`src/rtl/act_pkg.sv`:
```
`default_nettype none
// ============================================================================
//  Module      : act_pkg
//  Description : Shared types and helpers for the activation stream block:
//                activation mode encoding, statistic width default and the
//                zero-lane population count.
//  Revision    : 1.0 - initial release
// ============================================================================
package act_pkg;

    // Run-time activation selection, encoded exactly as the cfg_mode field
    typedef enum logic [1:0] {
        ACT_BYPASS = 2'b00,
        ACT_RELU   = 2'b01,
        ACT_LEAKY  = 2'b10,
        ACT_CLIP   = 2'b11
    } act_mode_e;

    // Default width of the per-frame zero-count accumulator
    localparam int STAT_W_DEFAULT = 32;

    // Widest lane-flag vector the popcount helper accepts; narrower vectors
    // are zero-extended by the caller so unused bits never count.
    localparam int MAX_LANES = 64;

    // Number of set bits in a vector of per-lane "result is zero" flags
    function automatic int unsigned popcount_zero(input logic [MAX_LANES-1:0] zero_flags);
        int unsigned cnt;
        cnt = 0;
        for (int i = 0; i < MAX_LANES; i++) begin
            cnt = cnt + {31'b0, zero_flags[i]};
        end
        return cnt;
    endfunction

endpackage
`default_nettype wire

```
`src/rtl/act_lane.sv`:
```
`default_nettype none
// ============================================================================
//  Module      : act_lane
//  Description : Combinational single-element activation. Selects between
//                bypass, ReLU, leaky ReLU (arithmetic shift) and clipped ReLU
//                and flags a zero result for the sparsity statistic.
//  Revision    : 1.0 - initial release
// ============================================================================
module act_lane
    import act_pkg::*;
#(
    parameter int BITWIDTH = 32
) (
    input  logic signed [BITWIDTH-1:0] x,
    input  logic        [1:0]          mode,
    input  logic        [4:0]          shift,
    input  logic signed [BITWIDTH-1:0] clip_max,
    output logic signed [BITWIDTH-1:0] y,
    output logic                       is_zero
);

    // Shift amounts at or beyond the element width saturate a negative input
    // to -1, which is what an unbounded arithmetic shift would converge to.
    localparam logic [31:0] c_width = BITWIDTH;

    logic w_neg;
    assign w_neg = x[BITWIDTH-1];

    // Per-element activation; result never widens beyond BITWIDTH
    always_comb begin
        y = x;
        case (act_mode_e'(mode))
            ACT_BYPASS: y = x;
            ACT_RELU: begin
                if (w_neg) y = '0;
            end
            ACT_LEAKY: begin
                if (w_neg) begin
                    if (32'(shift) >= c_width) y = '1;
                    else                       y = x >>> shift;
                end
            end
            ACT_CLIP: begin
                // A negative ceiling forces every output to zero
                if (clip_max[BITWIDTH-1] || w_neg) y = '0;
                else if (x > clip_max)             y = clip_max;
            end
            default: y = x;
        endcase
        is_zero = (y == '0);
    end

endmodule
`default_nettype wire

```
`src/rtl/activation_stream.sv`:
```
`default_nettype none
// ============================================================================
//  Module      : activation_stream
//  Description : Two-stage pipelined activation over LANES signed elements per
//                beat with valid/ready backpressure and a per-frame count of
//                zero elements emitted. Configuration is captured with each
//                beat so mid-stream changes only affect later beats.
//  Revision    : 1.0 - initial release
// ============================================================================
module activation_stream
    import act_pkg::*;
#(
    parameter int BITWIDTH = 32,
    parameter int LANES    = 10,
    parameter int STAT_W   = STAT_W_DEFAULT
) (
    input  logic                       clk,
    input  logic                       rst,
    input  logic        [1:0]          cfg_mode,
    input  logic        [4:0]          cfg_leak_shift,
    input  logic signed [BITWIDTH-1:0] cfg_clip_max,
    input  logic                       in_valid,
    output logic                       in_ready,
    input  logic signed [BITWIDTH-1:0] in_data [LANES-1:0],
    input  logic                       in_last,
    output logic                       out_valid,
    input  logic                       out_ready,
    output logic signed [BITWIDTH-1:0] out_data [LANES-1:0],
    output logic                       out_last,
    output logic                       stat_valid,
    output logic        [STAT_W-1:0]   stat_zeros
);

    localparam int PC_W = $clog2(LANES + 1);

    // Stage 1: captured beat plus the configuration it must be processed with
    logic                       r_s1_valid;
    logic                       r_s1_last;
    logic signed [BITWIDTH-1:0] r_s1_data [LANES-1:0];
    logic        [1:0]          r_s1_mode;
    logic        [4:0]          r_s1_shift;
    logic signed [BITWIDTH-1:0] r_s1_clip;

    // Stage 2: activated result lives directly in out_data/out_last
    logic                       r_s2_valid;
    logic        [PC_W-1:0]     r_s2_pc;

    // Running zero count of the frame in progress
    logic        [STAT_W-1:0]   r_acc;

    logic                       w_adv1;
    logic                       w_adv2;
    logic                       w_out_fire;
    logic signed [BITWIDTH-1:0] w_act [LANES-1:0];
    logic        [LANES-1:0]    w_zero;
    logic        [MAX_LANES-1:0] w_zero_pad;
    logic        [PC_W-1:0]     w_pc;
    logic        [STAT_W:0]     w_sum;
    logic        [STAT_W-1:0]   w_sum_sat;

    // A stage may advance when it is empty or its successor is advancing
    assign w_adv2     = !r_s2_valid || out_ready;
    assign w_adv1     = !r_s1_valid || w_adv2;
    assign in_ready   = w_adv1;
    assign out_valid  = r_s2_valid;
    assign w_out_fire = r_s2_valid && out_ready;

    for (genvar g = 0; g < LANES; g++) begin : g_lanes
        act_lane #(
            .BITWIDTH (BITWIDTH)
        ) u_lane (
            .x        (r_s1_data[g]),
            .mode     (r_s1_mode),
            .shift    (r_s1_shift),
            .clip_max (r_s1_clip),
            .y        (w_act[g]),
            .is_zero  (w_zero[g])
        );
    end

    assign w_zero_pad = MAX_LANES'(w_zero);
    assign w_pc       = PC_W'(popcount_zero(w_zero_pad));

    // One extra bit catches accumulator overflow so it can saturate
    assign w_sum     = {1'b0, r_acc} + (STAT_W + 1)'(r_s2_pc);
    assign w_sum_sat = w_sum[STAT_W] ? {STAT_W{1'b1}} : w_sum[STAT_W-1:0];

    // Stage 1 capture of data, last flag and per-beat configuration
    always_ff @(posedge clk or posedge rst) begin
        if (rst) begin
            r_s1_valid <= 1'b0;
            r_s1_last  <= 1'b0;
            r_s1_mode  <= 2'b00;
            r_s1_shift <= 5'd0;
            r_s1_clip  <= '0;
            for (int i = 0; i < LANES; i++) begin
                r_s1_data[i] <= '0;
            end
        end else if (w_adv1) begin
            r_s1_valid <= in_valid;
            if (in_valid) begin
                r_s1_last  <= in_last;
                r_s1_mode  <= cfg_mode;
                r_s1_shift <= cfg_leak_shift;
                r_s1_clip  <= cfg_clip_max;
                for (int i = 0; i < LANES; i++) begin
                    r_s1_data[i] <= in_data[i];
                end
            end
        end
    end

    // Stage 2 holds the activated beat and its zero count; frozen while stalled
    always_ff @(posedge clk or posedge rst) begin
        if (rst) begin
            r_s2_valid <= 1'b0;
            out_last   <= 1'b0;
            r_s2_pc    <= '0;
            for (int i = 0; i < LANES; i++) begin
                out_data[i] <= '0;
            end
        end else if (w_adv2) begin
            r_s2_valid <= r_s1_valid;
            if (r_s1_valid) begin
                out_last <= r_s1_last;
                r_s2_pc  <= w_pc;
                for (int i = 0; i < LANES; i++) begin
                    out_data[i] <= w_act[i];
                end
            end
        end
    end

    // Frame zero-count accumulation and one-cycle completion pulse
    always_ff @(posedge clk or posedge rst) begin
        if (rst) begin
            r_acc      <= '0;
            stat_zeros <= '0;
            stat_valid <= 1'b0;
        end else begin
            stat_valid <= 1'b0;
            if (w_out_fire) begin
                if (out_last) begin
                    stat_zeros <= w_sum_sat;
                    stat_valid <= 1'b1;
                    r_acc      <= '0;
                end else begin
                    r_acc <= w_sum_sat;
                end
            end
        end
    end

endmodule
`default_nettype wire

```
`config.mk`:
```
export PLATFORM = sky130hd
export DESIGN_NAME = activation_stream
export DESIGN_NICKNAME = d
export VERILOG_FILES = /design/src/rtl/act_pkg.sv /design/src/rtl/act_lane.sv /design/src/rtl/activation_stream.sv
export SDC_FILE = /design/constraint.sdc
export NUM_CORES = 2
export LEC_CHECK = 0
export ABC_CLOCK_PERIOD_IN_PS = 24500
export CAP_MARGIN = 25
export CORE_MARGIN = 1.5
export CORE_UTILIZATION = 35
export CTS_BUF_LIST = sky130_fd_sc_hd__clkbuf_4 sky130_fd_sc_hd__clkbuf_8 sky130_fd_sc_hd__clkbuf_16
export CTS_CLUSTER_SIZE = 16
export DETAILED_ROUTE_END_ITERATION = 8
export PLACE_DENSITY_LB_ADDON = 0.3
export SYNTH_ARGS = -nofsm -noshare
export SYNTH_HDL_FRONTEND = slang
export SYNTH_HIERARCHICAL = 1
export SYNTH_SLANG_ARGS = --single-unit
export TNS_END_PERCENT = 30
```
`constraint.sdc`:
```
create_clock -name clk -period 24.5 [get_ports clk]
set_input_delay 4.9 -clock clk [delete_from_list [all_inputs] [get_ports clk]]
set_output_delay 4.9 -clock clk [all_outputs]
set_load 0.005 [all_outputs]
```
==> flow_metrics.py <==
metrics = {
    "status": {
        "outcome": "finished clean",
    },
    "floorplan": {
        "fp.dieH_um": 440,
        "core_area_um2": 190000,
        "die_w_um": 440,
        "initial_utilization": 0.352,
        "die_area_um2": 193000,
        "ios": 720,
        "rows": 160,
    },
    "clock_tree": {
        "cts_tree": "yes",
        "cts_made_buffers": 90,
        "holdBufCountCts": 0,
        "cts_max_path_buffers": 3,
        "cts_sinks": 752,
        "post_cts_resize_count": 0,
        "post_cts_buffers": 0,
        "insertion_delay_ps": 810,
        "clk_pin_slew_ps": 60,
        "htreeDepth": 3,
        "cts-root-buf": "clkbuf_16",
    },
    "timing": {
        "period_share": 0.462,
        "rsz0062_at_grt": "false",
        "finalCriticalPeriod_ps": 11310,
        "drv_slew": 0,
        "finalSetupTns_ps": 0,
        "fmax_mhz": 88.4,
        "fin_skew_ps": 54.2,
        "setup_viol": 0,
        "hold_slack_ps": 489,
        "fin_ws_ps": 13190,
        "worst_slew_pin_slew_ps": 1160,
        "max_slew_margin": 0.219,
        "timing.final.hold_violations": 0,
    },
    "global_routing": {
        "grt_max_degree": 149,
        "grt_overflow": 0,
        "grt_antenna_before_repair": 34,
        "grt_pass1_wl_mm": 441,
        "grt_pass1_vias": 62000,
        "globalRouteTotalUtil": 0.308,
    },
    "pwr": {
        "power_leakage_nw": 33.2,
        "pwr-share-clk": 0.200,
        "seqPwrFrac": 0.293,
        "p_switching_w": 0.00304,
        "pwr-share-comb": 0.506,
        "p_per_area_nw_per_um2": 89.6,
        "total_power_w": 0.00711,
        "p_int_w": 0.00407,
        "vdd.ir_drop.worst_uv": 54.1,
        "netSwitchingFraction": 0.427,
    },
    "setup_path": {
        "ff2ff_path_depth": 23,
        "crit_arrival_ps": 6410,
        "cp_max_fo": 4,
        "cp-end-kind": "primary output",
        "start_kind": "input pin",
        "critical_path_class": "in -> out",
        "required_ps": 19600,
    },
    "place": {
        "io_buffers": 719,
        "hpwl_mm": 226,
        "gp_congestion": 0.978,
        "place_ws_ps": 13200,
    },
    "logic_synthesis": {
        "ys_seq_area_frac": 0.282,
        "synthFlopType": "dfrtp_1",
        "ys_async_sr_fraction": 1.00,
        "synth_top_area_frac": 0.282,
        "yosysTopAreaCell": "dfrtp_1",
        "synth-seq-cells": 752,
        "synth.avg_cell_area_um2": 9.41,
        "synthesis.area_um2": 66800,
        "synth_most_common_cell": "mux2_2",
        "synthTopCellsByArea": "dfrtp_1, mux2_2, ha_1, mux4_2, mux2i_1",
        "synth_common_cells": "mux2_2, dfrtp_1, a21oi_1",
        "yosysUniqueCellTypes": 93,
        "syn_inst": 7095,
        "synth_edf_count": 0,
        "syn_nets": 7802,
        "ys.warnings.count": 6,
    },
    "layout": {
        "seq_area_um2": 18900,
        "nNetsFinal": 8258,
        "drive_gt1_frac": 0.196,
        "final_util": 0.418,
        "areaGrowthSynthToFinish_pct": 18.9,
        "fill_cells": 18700,
        "multi_input_area_um2": 44100,
    },
    "route": {
        "ant_nets": 0,
        "num_vias": 64100,
        "detail_route.wirelength_mm": 307,
        "detail_route.wl_per_cell_um": 30.2,
        "drc": 0,
        "first_iter_violations": 6558,
        "drt_pass1_iterations": 8,
        "vias_per_cell": 6.31,
    },
    "run": {
        "maxCapViolations": 0,
    },
    "worst_hold_path": {
        "whs_path_depth": 2,
        "hp-class": "reg -> reg",
    },
}
==> registers in the layout, summed over array words and instances, names as in the netlist <==
| register | flops |
|---|---|
| out_last | 1 |
| r_s1_last | 1 |
| r_acc | 32 |
| r_s1_shift | 5 |
| stat_valid | 1 |
| r_s1_clip | 32 |
| r_s2_pc | 4 |
| r_s1_mode | 2 |
| stat_zeros | 32 |
| out_data | 320 |
| r_s1_valid | 1 |
| r_s1_data | 320 |
| out_valid | 1 |
==> power by group through the flow <==
stage	Combinational [W]	Sequential (W)	Clock (W)
4_1_cts	0.00356	0.00207	0.00146
2_1_floorplan	0.00212	0.00187	0
5_1_grt	0.00385	0.00211	0.00151
6_report	0.00360	0.00209	0.00143
3_5_place_dp	0.00354	0.00209	0
3_3_place_gp	0.00349	0.00208	0
==> placed cells by master, fill, tap and decap left out, types with 109 or more instances in the layout <==
cell type / n
nand2_1: 505
nor2_1: 387
clkdlybuf4s50_1: 719
mux4_2: 174
a21oi_1: 578
buf_4: 122
mux2i_1: 342
nor3_1: 109
ha_1: 336
mux2_2: 836
inv_1: 424
dfrtp_1: 715
o21ai_0: 383
o211ai_1: 122
a221o_1: 110
==> metal layers <==
metal,routed length (µm),GRT usage
met3,22100,0.0493
met2,141000,0.493
met5,41,0
met4,24700,0.213
met1,119000,0.379
==> worst max-delay path: stages <==
cell and delay, ps:
clkdlybuf4s50_1 530, nand3b_1 380, clkdlybuf4s50_1 600
==> through the flow <==
| step | area, µm² | instances |
|---|---|---|
| after floorplan | 66800 | 7095 |
| after global placement | 76100 | 9966 |
| after detailed placement | 76100 | 9967 |
| after CTS | 79200 | 10100 |
| after global routing | 79300 | 10200 |
| final | 79400 | 10200 |
==> layout make-up <==
type	instances	area share
clock inverter	41	0.00623
clock buffer	126	0.0332
antenna	19	0.000599
inverter	456	0.0216
timing repair buffer	849	0.104
sequential	752	0.238
multi-input combinational	5402	0.556
tap	2511	0.0396
==> final timing paths <==
check	start	endpoint	slack, ps
min	r_acc[0]	r_acc[0]	490
min in group asynchronous	rst	out_data[140]	4540
max	out_ready	in_ready	13190
max reg2reg	r_s1_shift[0]	r_s2_pc[2]	15920
min reg2reg	r_acc[0]	r_acc[0]	490
max in group asynchronous	rst	r_s1_mode[0]	16660
==> logic make-up (layout without fill, tap and decap cells) <==
family          Yosys count  count (layout)  share of synthesized area
compound gates         2002            2002                      0.202
simple gates           1642            1642                      0.124
mux                    1392            1392                      0.266
buf+inv                 941            1472                     0.0574
flops                   752             752                      0.282
fa+ha+maj               343             343                     0.0651
xor+xnor                 23              23                    0.00302
other cells               0              19                          0
Power figures use the tool's default switching activity.
